$ cat src/rtl/x_ramd16_fifo_ctrl.sv
// FWFT FIFO sequencer for 16x1 dual-port RAM cells; write-to-RD_VALID 2 edges, 17-word capacity, WR_READY drops at full.
// Optional registered ALMOST_FULL under XRAMD16_FIFO_ALMOST_FULL_EN; otherwise ALMOST_FULL is tied low.
module x_ramd16_fifo_ctrl #(
  parameter int WIDTH     = 1,
  parameter int AF_THRESH = 14
) (
  input  logic             CLK,
  input  logic             RST_B,
  input  logic             WR_VALID,
  output logic             WR_READY,
  input  logic [WIDTH-1:0] DIN,
  output logic             RD_VALID,
  input  logic             RD_READY,
  output logic [WIDTH-1:0] DOUT,
  output logic [WIDTH-1:0] RAM_I,
  output logic             RAM_WE,
  output logic [3:0]       RAM_WADR,
  output logic [3:0]       RAM_RADR,
  input  logic [WIDTH-1:0] RAM_O,
  output logic             ALMOST_FULL
);

  if (AF_THRESH < 0 || AF_THRESH > 16) begin : g_bad_thresh
    $error("AF_THRESH out of range");
  end

  logic [3:0]       r_wptr;
  logic [3:0]       r_rptr;
  logic [4:0]       r_cnt;
  logic             r_ovld;
  logic [WIDTH-1:0] r_dout;

  logic             w_wf;
  logic             w_ld;
  logic             w_pop_only;
  logic [4:0]       w_cnt_nxt;

  assign WR_READY   = RST_B && (r_cnt != 5'd16);
  assign w_wf       = WR_VALID && WR_READY;
  // ld needs cnt>0, so rptr never catches wptr on the cycle it is read.
  assign w_ld       = (r_cnt != 5'd0) && (!r_ovld || RD_READY);
  assign w_pop_only = r_ovld && RD_READY && (r_cnt == 5'd0);
  assign w_cnt_nxt  = r_cnt + {4'd0, w_wf} - {4'd0, w_ld};

  assign RAM_I    = DIN;
  assign RAM_WE   = w_wf;
  assign RAM_WADR = r_wptr;
  assign RAM_RADR = r_rptr;
  assign RD_VALID = r_ovld;
  assign DOUT     = r_dout;

  always_ff @(posedge CLK or negedge RST_B) begin
    if (!RST_B) begin
      r_wptr <= 4'd0;
      r_rptr <= 4'd0;
      r_cnt  <= 5'd0;
      r_ovld <= 1'b0;
      r_dout <= '0;
    end else begin
      r_cnt <= w_cnt_nxt;
      if (w_wf) begin
        r_wptr <= r_wptr + 4'd1;
      end
      if (w_ld) begin
        r_dout <= RAM_O;
        r_ovld <= 1'b1;
        r_rptr <= r_rptr + 4'd1;
      end else if (w_pop_only) begin
        r_ovld <= 1'b0;
      end
    end
  end

`ifdef XRAMD16_FIFO_ALMOST_FULL_EN
  localparam logic [5:0] AF_T = AF_THRESH[5:0];
  logic r_af;

  always_ff @(posedge CLK or negedge RST_B) begin
    if (!RST_B) begin
      r_af <= 1'b0;
    end else begin
      r_af <= ({1'b0, w_cnt_nxt} >= AF_T);
    end
  end

  assign ALMOST_FULL = r_af;
`else
  assign ALMOST_FULL = 1'b0;
`endif

endmodule

$ cat config.mk
export PLATFORM = sky130hd
export DESIGN_NAME = x_ramd16_fifo_ctrl
export DESIGN_NICKNAME = d
export VERILOG_FILES = /design/src/rtl/x_ramd16_fifo_ctrl.sv
export SDC_FILE = /design/constraint.sdc
export NUM_CORES = 1
export LEC_CHECK = 0
export ABC_AREA = 1
export CORE_UTILIZATION = 25
export CTS_BUF_LIST = sky130_fd_sc_hd__clkbuf_4
export CTS_CLUSTER_DIAMETER = 80
export DETAILED_ROUTE_END_ITERATION = 16
export SLEW_MARGIN = 5
export SYNTH_ARGS = -nofsm -noshare
export SYNTH_HDL_FRONTEND = slang
export SYNTH_SLANG_ARGS = --single-unit
$ cat constraint.sdc
create_clock -name CLK -period 2.4 [get_ports CLK]
set_input_delay 0.48 -clock CLK [delete_from_list [all_inputs] [get_ports CLK]]
set_output_delay 0.48 -clock CLK [all_outputs]
set_load 0.03 [all_outputs]
* Yosys cells after proc, flatten, opt, wreduce, memory -nomap -nowiden
Index checks and enable logic that the tools add are counted.
** Word-level totals
- Bits in registers :: 15
- Output and inout bits :: 14
- Logic and storage cells :: 22
- Input bits :: 6
** Cells by class
- Reductions and logical operators :: 10
- Muxes and demuxes :: 2
- Add/subtract/negate cells :: 4
- Eq/ne operators :: 1
** Operators by type and width (number)
- $add 4x1->4 const B :: 2
- $add 5x1->5 :: 1
- $logic_and 1x1->1 :: 5
- $logic_not 5->1 :: 1
- $ne 5x5->1 const B :: 1
- $reduce_bool 5->1 :: 1
- $sub 5x1->5 :: 1
- $mux 1 :: 2
- $reduce_bool 2->1 :: 1
- $logic_not 1->1 :: 1
- $logic_or 1x1->1 :: 1

* Logic depth before layout (Yosys ltp)
Gate-level depths: netlist of the first run.
- Depth in word-level cells :: 5
- Depth in mapped cells :: 14
- Depth with buffers taken out :: 14

* Worst setup path after synthesis of the first run
No wires, ideal clock.
- Kind :: register to register
- Start :: register r_cnt[3]
- End :: register r_cnt[4]
- Buffers on the path :: 0
- Clock period less this slack :: 2.181 ns
- Data arrival time :: 2.058 ns
- Cell stages (with the launch flop) :: 14
- Library setup time :: 0.123 ns
- Setup slack :: 0.219 ns
- Required time :: 2.277 ns
- Path through :: dfrtp_1 inv_1 ha_1 nand3_2 nand2_4 inv_4 ha_1 inv_1 ha_1 inv_1 fa_1 nand3b_1 nand3_1 nand2_1
** On the way
- Elaborated cells on any way between the ends :: 7
- Those cells by class :: add/sub (2); eq/ne (1); reduce/logical (4)
** RTL lines
- start, declared :: RTL line 29 : logic [4:0] r_cnt;
- start signal, assigned :: RTL line 60 : r_cnt <= w_cnt_nxt;
- $reduce_bool 5->1 :: RTL line 41 : assign w_ld = (r_cnt != 5'd0) && (!r_ovld || RD_READY);
- $logic_and 1x1->1 :: RTL line 41
- net w_ld :: RTL line 34 : logic w_ld;
- $sub 5x1->5 :: RTL line 43 : assign w_cnt_nxt = r_cnt + {4'd0, w_wf} - {4'd0, w_ld};
- net w_cnt_nxt[4] :: RTL line 36 : logic [4:0] w_cnt_nxt;
The timed path passes the listed nets, and every way through them passes these cells.
A chain may end at the register's enable or synchronous reset.

* Worst setup path after layout of the first run
Same ends and word-level chain as after synthesis.

==> impl_metrics.csv, run 1 <==
group,metric,value,unit
synthesis,ys_types,21,
floorplan,core,0.00339,sq mm
cells_and_area,fin_util,34.3,%
power,leakage,0.000595,uW
floorplan,num_io_pins,20,
clocking,cts_buffers,3,
setup_path,worst_ep_arrival_time,2.43,ns
place,place_ws,-0.134,ns
synthesis,synth.avg_cell_area,8.43,sq um
synthesis,synth_top_family_by_area,"simple AND/OR/NAND/NOR gates",
power,ir_worst_vdd,409,uV
place,place_hpwl,1270,um
timing,skew,0.0122,ns
synthesis,syn_nets,121,
route,via_per_inst,4.11,
route,vias,719,
timing,fin_setup_tns,0,ns
clocking,cts_max_level,1,
clocking,ctsLongestPathBuffers,2,
cells_and_area,nets,145,
route,avgRoutedWirePerCell,9.51,um
floorplan,die_width,61.8,um
place,place_congestion,0.678,
route,drtIter0Drc,23,
synthesis,synth_compound_area_share,2.24,%
timing,finalWorstSetupSlack,0.210,ns
place,port_buffers,16,
grt,grt_util_all_layers,9.99,%
synthesis,synthMuxAreaShare,0,%
setup_path,path_class,"flop to flop",
clocking,cts_tree,"done",
cells_and_area,fin_area,0.00116,sq mm
grt,first_global_vias,675,
setup_path,rr_worst_depth,14,
synthesis,syn_inst,106,
grt,antenna_found_initial,0,
route,top_layer,"met3",
timing,fmax,457,MHz
min_path,hp-class,"flop to flop",
setup_path,end_kind,"flop",
job,cap_violations,0,
floorplan,die_h,61.8,um
setup_path,crit_required,2.64,ns
grt,grt_pass1_wl,2750,um
power,powerDensity,1300,mW/mm^2
synthesis,yosys_warnings,0,
synthesis,synthXorXnorAreaFrac,2.94,%
grt,grt_max_degree,23,
cells_and_area,drive_gt1_share,16.3,%
setup_path,worstSetupStartpointType,"flop",
clocking,clk_latency,0.29,ns
power,finalPower,1520,uW
synthesis,ys_seq_area_share,42.0,%
grt,overflow,0,
cells_and_area,area_growth,30.3,%
timing,fin_crit_sh,91.2,%
route,final_antenna_net_count,0,
route,first_pass_iters,4,
run_status,outcome,"completed",
route,wl_met1,780,um
clocking,cts_setup_buffers,0,
timing,min_period,2.19,ns
route,dr_wl_met2,811,um
timing,rsz0062_at_grt,"false",
clocking,cts_root_buf,"clkbuf_4",
clocking,clkSlewWorstSetupHoldPaths,0.10,ns
timing,maxSlewViolCount,0,
setup_path,crit_fanout,3,
cells_and_area,diodes,0,
min_path,holdPathStages,2,
synthesis,syn_area,893,sq um
timing,setup_viol,0,
route,drc_errors,0,
synthesis,synth_fa_ha_area_share,13.4,%
synthesis,synth-seq-cells,15,
floorplan,initial_core_util,26.4,%
route,finalWirelength,1660,um
floorplan,rows,21,
clocking,clkSinkCount,15,
timing,finalHoldViolations,0,
place,place_area,0.00113,sq mm
synthesis,synth-simple-area-share,28.9,%
route,met3WireLength,72,um
floorplan,die-area,0.00382,sq mm
## placed cells by master (no fill, tap or decap)
cell type,synthesis,layout
nand2_1,31,31
buf_4,2,8
conb_1,1,1
ha_1,8,7
clkbuf_4,0,3
inv_2,0,1
inv_4,1,1
xnor2_1,2,2
clkinv_2,0,1
nand3b_1,2,2
o21ai_1,1,1
ha_2,0,1
xor2_1,1,1
nand4_1,4,4
dfrtp_1,15,15
nor2_1,5,5
fa_2,0,1
nand3_1,6,6
a21oi_1,2,2
nand2_4,1,1
nor2_4,1,1
clkdlybuf4s50_1,0,14
nand3_2,3,3
inv_1,17,16
o21ai_0,1,1
## logic make-up after synthesis
family | count (synthesis)
other | 1
adder cells (fa/ha/maj) | 9
XOR/XNOR | 3
buffers and inverters | 21
AO/OA/AOI/OAI | 4
flip-flops | 15
AND/OR/NAND/NOR | 53
## worst paths after layout
| kind | start | end | slack [ns] |
|---|---|---|---|
| worst min-delay path | DOUT | DOUT | 0.49 |
| worst min register to register | DOUT | DOUT | 0.49 |
| worst max register to register | r_cnt[3] | r_cnt[4] | 0.21 |
| min in group asynchronous | RST_B | DOUT | 0.61 |
| max in group asynchronous | RST_B | r_cnt[3] | 1.56 |
| worst max-delay path | r_cnt[3] | r_cnt[4] | 0.21 |
## cell type report
cell class / count / area, sq um
Timing Repair Buffer: 22 / 200
Multi-Input combinational cell: 70 / 433
Fill cell: 345 / 2230
Clock buffer: 3 / 22.5
Inverter: 18 / 70.1
Tap cell: 46 / 57.6
Sequential cell: 15 / 375
Clock inverter: 1 / 5.00
## per-layer routing
metal	vias up	track usage, %
li1	377	-
met1	329	12.1
met2	13	16.9
met3	0	2.07
met4	0	4.76
met5	-	0
## stage by stage
step,instances,hold WS [ns]
finish,175,0.490
global route,175,0.512
CTS,175,0.498
detailed placement,171,0.468
global placement,171,0.472
floorplan,106,0.184
## state kept, by name (all words and copies together) (netlist names)
register / flops
RAM_RADR: 4
RAM_WADR: 4
RD_VALID: 1
DOUT: 1
r_cnt: 5
## Yosys cell counts
master	number	area share, %
inv_4	1	0.70
nand3b_1	2	1.7
o21ai_1	1	0.56
nand2_4	1	1.3
o21ai_0	1	0.56
nor2_4	1	1.3
dfrtp_1	15	42
clkbuf_2	1	0.56
buf_4	2	1.7
xor2_1	1	0.98
ha_1	8	11
fa_1	1	2.2
a21oi_1	2	1.1
nor2_1	5	2.1
xnor2_1	2	2.0
conb_1	1	0.42
nand3_2	3	3.4
nand4_1	4	2.8
nand2_1	31	13
nand3_1	6	3.4
inv_1	17	7.1
## where the power goes
part / switching (uW) / total [uW] / internal (uW)
clock network: 87.1 / 149 / 62.0
registers: 124 / 498 / 374
logic: 486 / 872 / 386
total: 697 / 1520 / 821
## worst max-delay path, stage by stage (launching register included)
cell	delay, ns
dfrtp_1	0.41
inv_2	0.08
ha_2	0.19
nand3_2	0.11
nand2_4	0.08
inv_4	0.03
ha_1	0.26
inv_1	0.05
ha_1	0.15
inv_1	0.05
fa_2	0.34
nand3b_1	0.18
nand2_1	0.08
o21ai_0	0.07
nand2_1	0.06
## repair_timing
item	4_1_cts	5_1_grt
resized for setup	0	3
hold buffers	0	0
endpoints found under the setup margin	0	1
Power figures use the tool's default switching activity.
==> run 2: changes to the inputs <==
Settings changed: CORE_UTILIZATION 25 to 30, GPL_TIMING_DRIVEN from default to 0, SKIP_LAST_GASP from default to 1.
==> impl_metrics.csv, run 2 (same netlist as run 1, synthesis figures left out) <==
group,metric,value,unit
run_status,outcome,"completed",
floorplan,num_io_pins,20,
grt,grt_max_degree,17,
setup_path,reg2reg_slack,0.18,ns
route,final_antenna_net_count,0,
grt,grt_util_all_layers,10.2,%
timing,skew,0.00546,ns
floorplan,core,0.00278,sq mm
timing,setup_viol,0,
setup_path,crit_required,1.92,ns
power,ir_worst_vdd,762,uV
place,port_buffers,17,
grt,grt_pass1_wl,2550,um
clocking,clkSinkCount,15,
route,avgRoutedWirePerCell,9.69,um
cells_and_area,largest_reg_flops,5,
route,first_pass_iters,4,
setup_path,end_kind,"output pin",
power,leakage,0.000597,uW
cells_and_area,drive_gt1_share,16.3,%
clocking,cts_max_level,1,
power,powerDensity,1310,mW/mm^2
clocking,cts_buffers,3,
timing,fin_crit_sh,95.2,%
cells_and_area,diodes,0,
clocking,ctsLongestPathBuffers,2,
cells_and_area,area_growth,29.7,%
clocking,cts_tree,"done",
floorplan,initial_core_util,32.1,%
setup_path,r2r_start,"r_cnt[2]",
floorplan,die_width,56.6,um
setup_path,worstSetupStartpointType,"flop",
cells_and_area,final_cell_mix,"30 x nand2_1, 15 x dfrtp_1, 15 x inv_1, 15 x clkdlybuf4s50_1, 7 x ha_1",
floorplan,die-area,0.00320,sq mm
cells_and_area,top_register,"r_cnt",
grt,antenna_found_initial,0,
route,via_per_inst,4.37,
place,place_hpwl,1180,um
setup_path,worst_ep_arrival_time,1.81,ns
timing,min_period,2.29,ns
min_path,hp-class,"primary input to asynchronous set/reset pin",
route,drc_errors,0,
setup_path,rr_worst_depth,14,
setup_path,path_class,"flop to output pin",
setup_path,rr_endpoint,"r_cnt[4]",
route,drtIter0Drc,12,
setup_path,crit_fanout,8,
cells_and_area,final_cells,160,
grt,first_global_vias,611,
timing,fin_setup_tns,0,ns
clocking,clk_latency,0.28,ns
timing,finalHoldViolations,0,
route,finalWirelength,1550,um
floorplan,rows,19,
cells_and_area,layout_commonest_cell,"nand2_1",
grt,overflow,0,
cells_and_area,nets,145,
place,place_inst,154,
route,vias,699,
clocking,cts_root_buf,"clkbuf_4",
job,cap_violations,0,
timing,fmax,437,MHz
place,place_congestion,0.781,
clocking,clkSlewWorstSetupHoldPaths,0.09,ns
timing,maxSlewViolCount,0,
floorplan,die_h,56.6,um
[run 2: cell types whose count changed in the layout (fill, tap and decap cells not counted), sizes merged]
| cell | previous run | this run |
|---|---|---|
| clkbuf | 3 | 5 |
| dlygate4sd2 | 0 | 1 |
| clkdlybuf4s50 | 14 | 15 |
| buf | 8 | 4 |
[run 2: how the worst max path moves through the flow]
stage                           to  depth (start not counted)  slack (ns)      from
after floorplan           r_cnt[4]                         13        0.22  r_cnt[3]
after global placement      RAM_WE                          5       -0.74     RST_B
after detailed placement    RAM_WE                          5       -0.75     RST_B
after CTS                 WR_READY                          6        0.01  r_cnt[3]
after global routing      WR_READY                          6      -0.009  r_cnt[2]
final                     WR_READY                          6        0.11  r_cnt[2]
[run 2: what timing repair did]
action | 4_1_cts | 5_1_grt
pin swaps | 1 | 0
setup endpoints to repair | 5 | 2
hold buffers | 0 | 0
buffers inserted | 1 | 1
gates resized for setup | 7 | 6
[run 2: where the power goes]
| part | internal (uW) | switching, uW |
|---|---|---|
| clock network | 61.7 | 80.8 |
| registers | 374 | 122 |
| logic | 389 | 488 |
| total | 824 | 691 |
[run 2: per-layer routing]
layer  vias to the layer above  global-route usage (%)  wire (um)
met2                         7                    16.6        786
met5                         -                       0          0
met1                       318                    13.0        701
met3                         2                    2.07         46
met4                         0                    4.18         15
li1                        372                       -          -
[run 2: stage by stage]
step / utilization [%] / setup slack, ns / cell area (sq um) / hold WS (ns) / power (uW)
floorplan: - / 0.219 / 893 / 0.184 / 1080
global placement: 39.6 / -0.744 / 1100 / 0.466 / 1310
detailed placement: 39.6 / -0.752 / 1100 / 0.480 / 1340
CTS: 40.8 / 0.0143 / 1130 / 0.100 / 1500
global route: 41.7 / -0.00874 / 1160 / 0.0683 / 1680
finish: 41.7 / 0.114 / 1160 / 0.0699 / 1520
[run 2: layout make-up]
type,count,area (sq um)
multi-input combinational,70,445
clock buffer,3,22.5
fill,281,1620
clock inverter,1,5.00
buffer,3,20.0
sequential,15,375
tap,31,38.8
inverter,18,70.1
timing repair buffer,19,181
[run 2: critical path, cell delays in order (launching register included)]
cell	delay (ns)
dfrtp_1	0.40
inv_2	0.09
ha_4	0.15
nand3_2	0.17
nand2_1	0.10
inv_1	0.04
clkdlybuf4s50_1	0.58
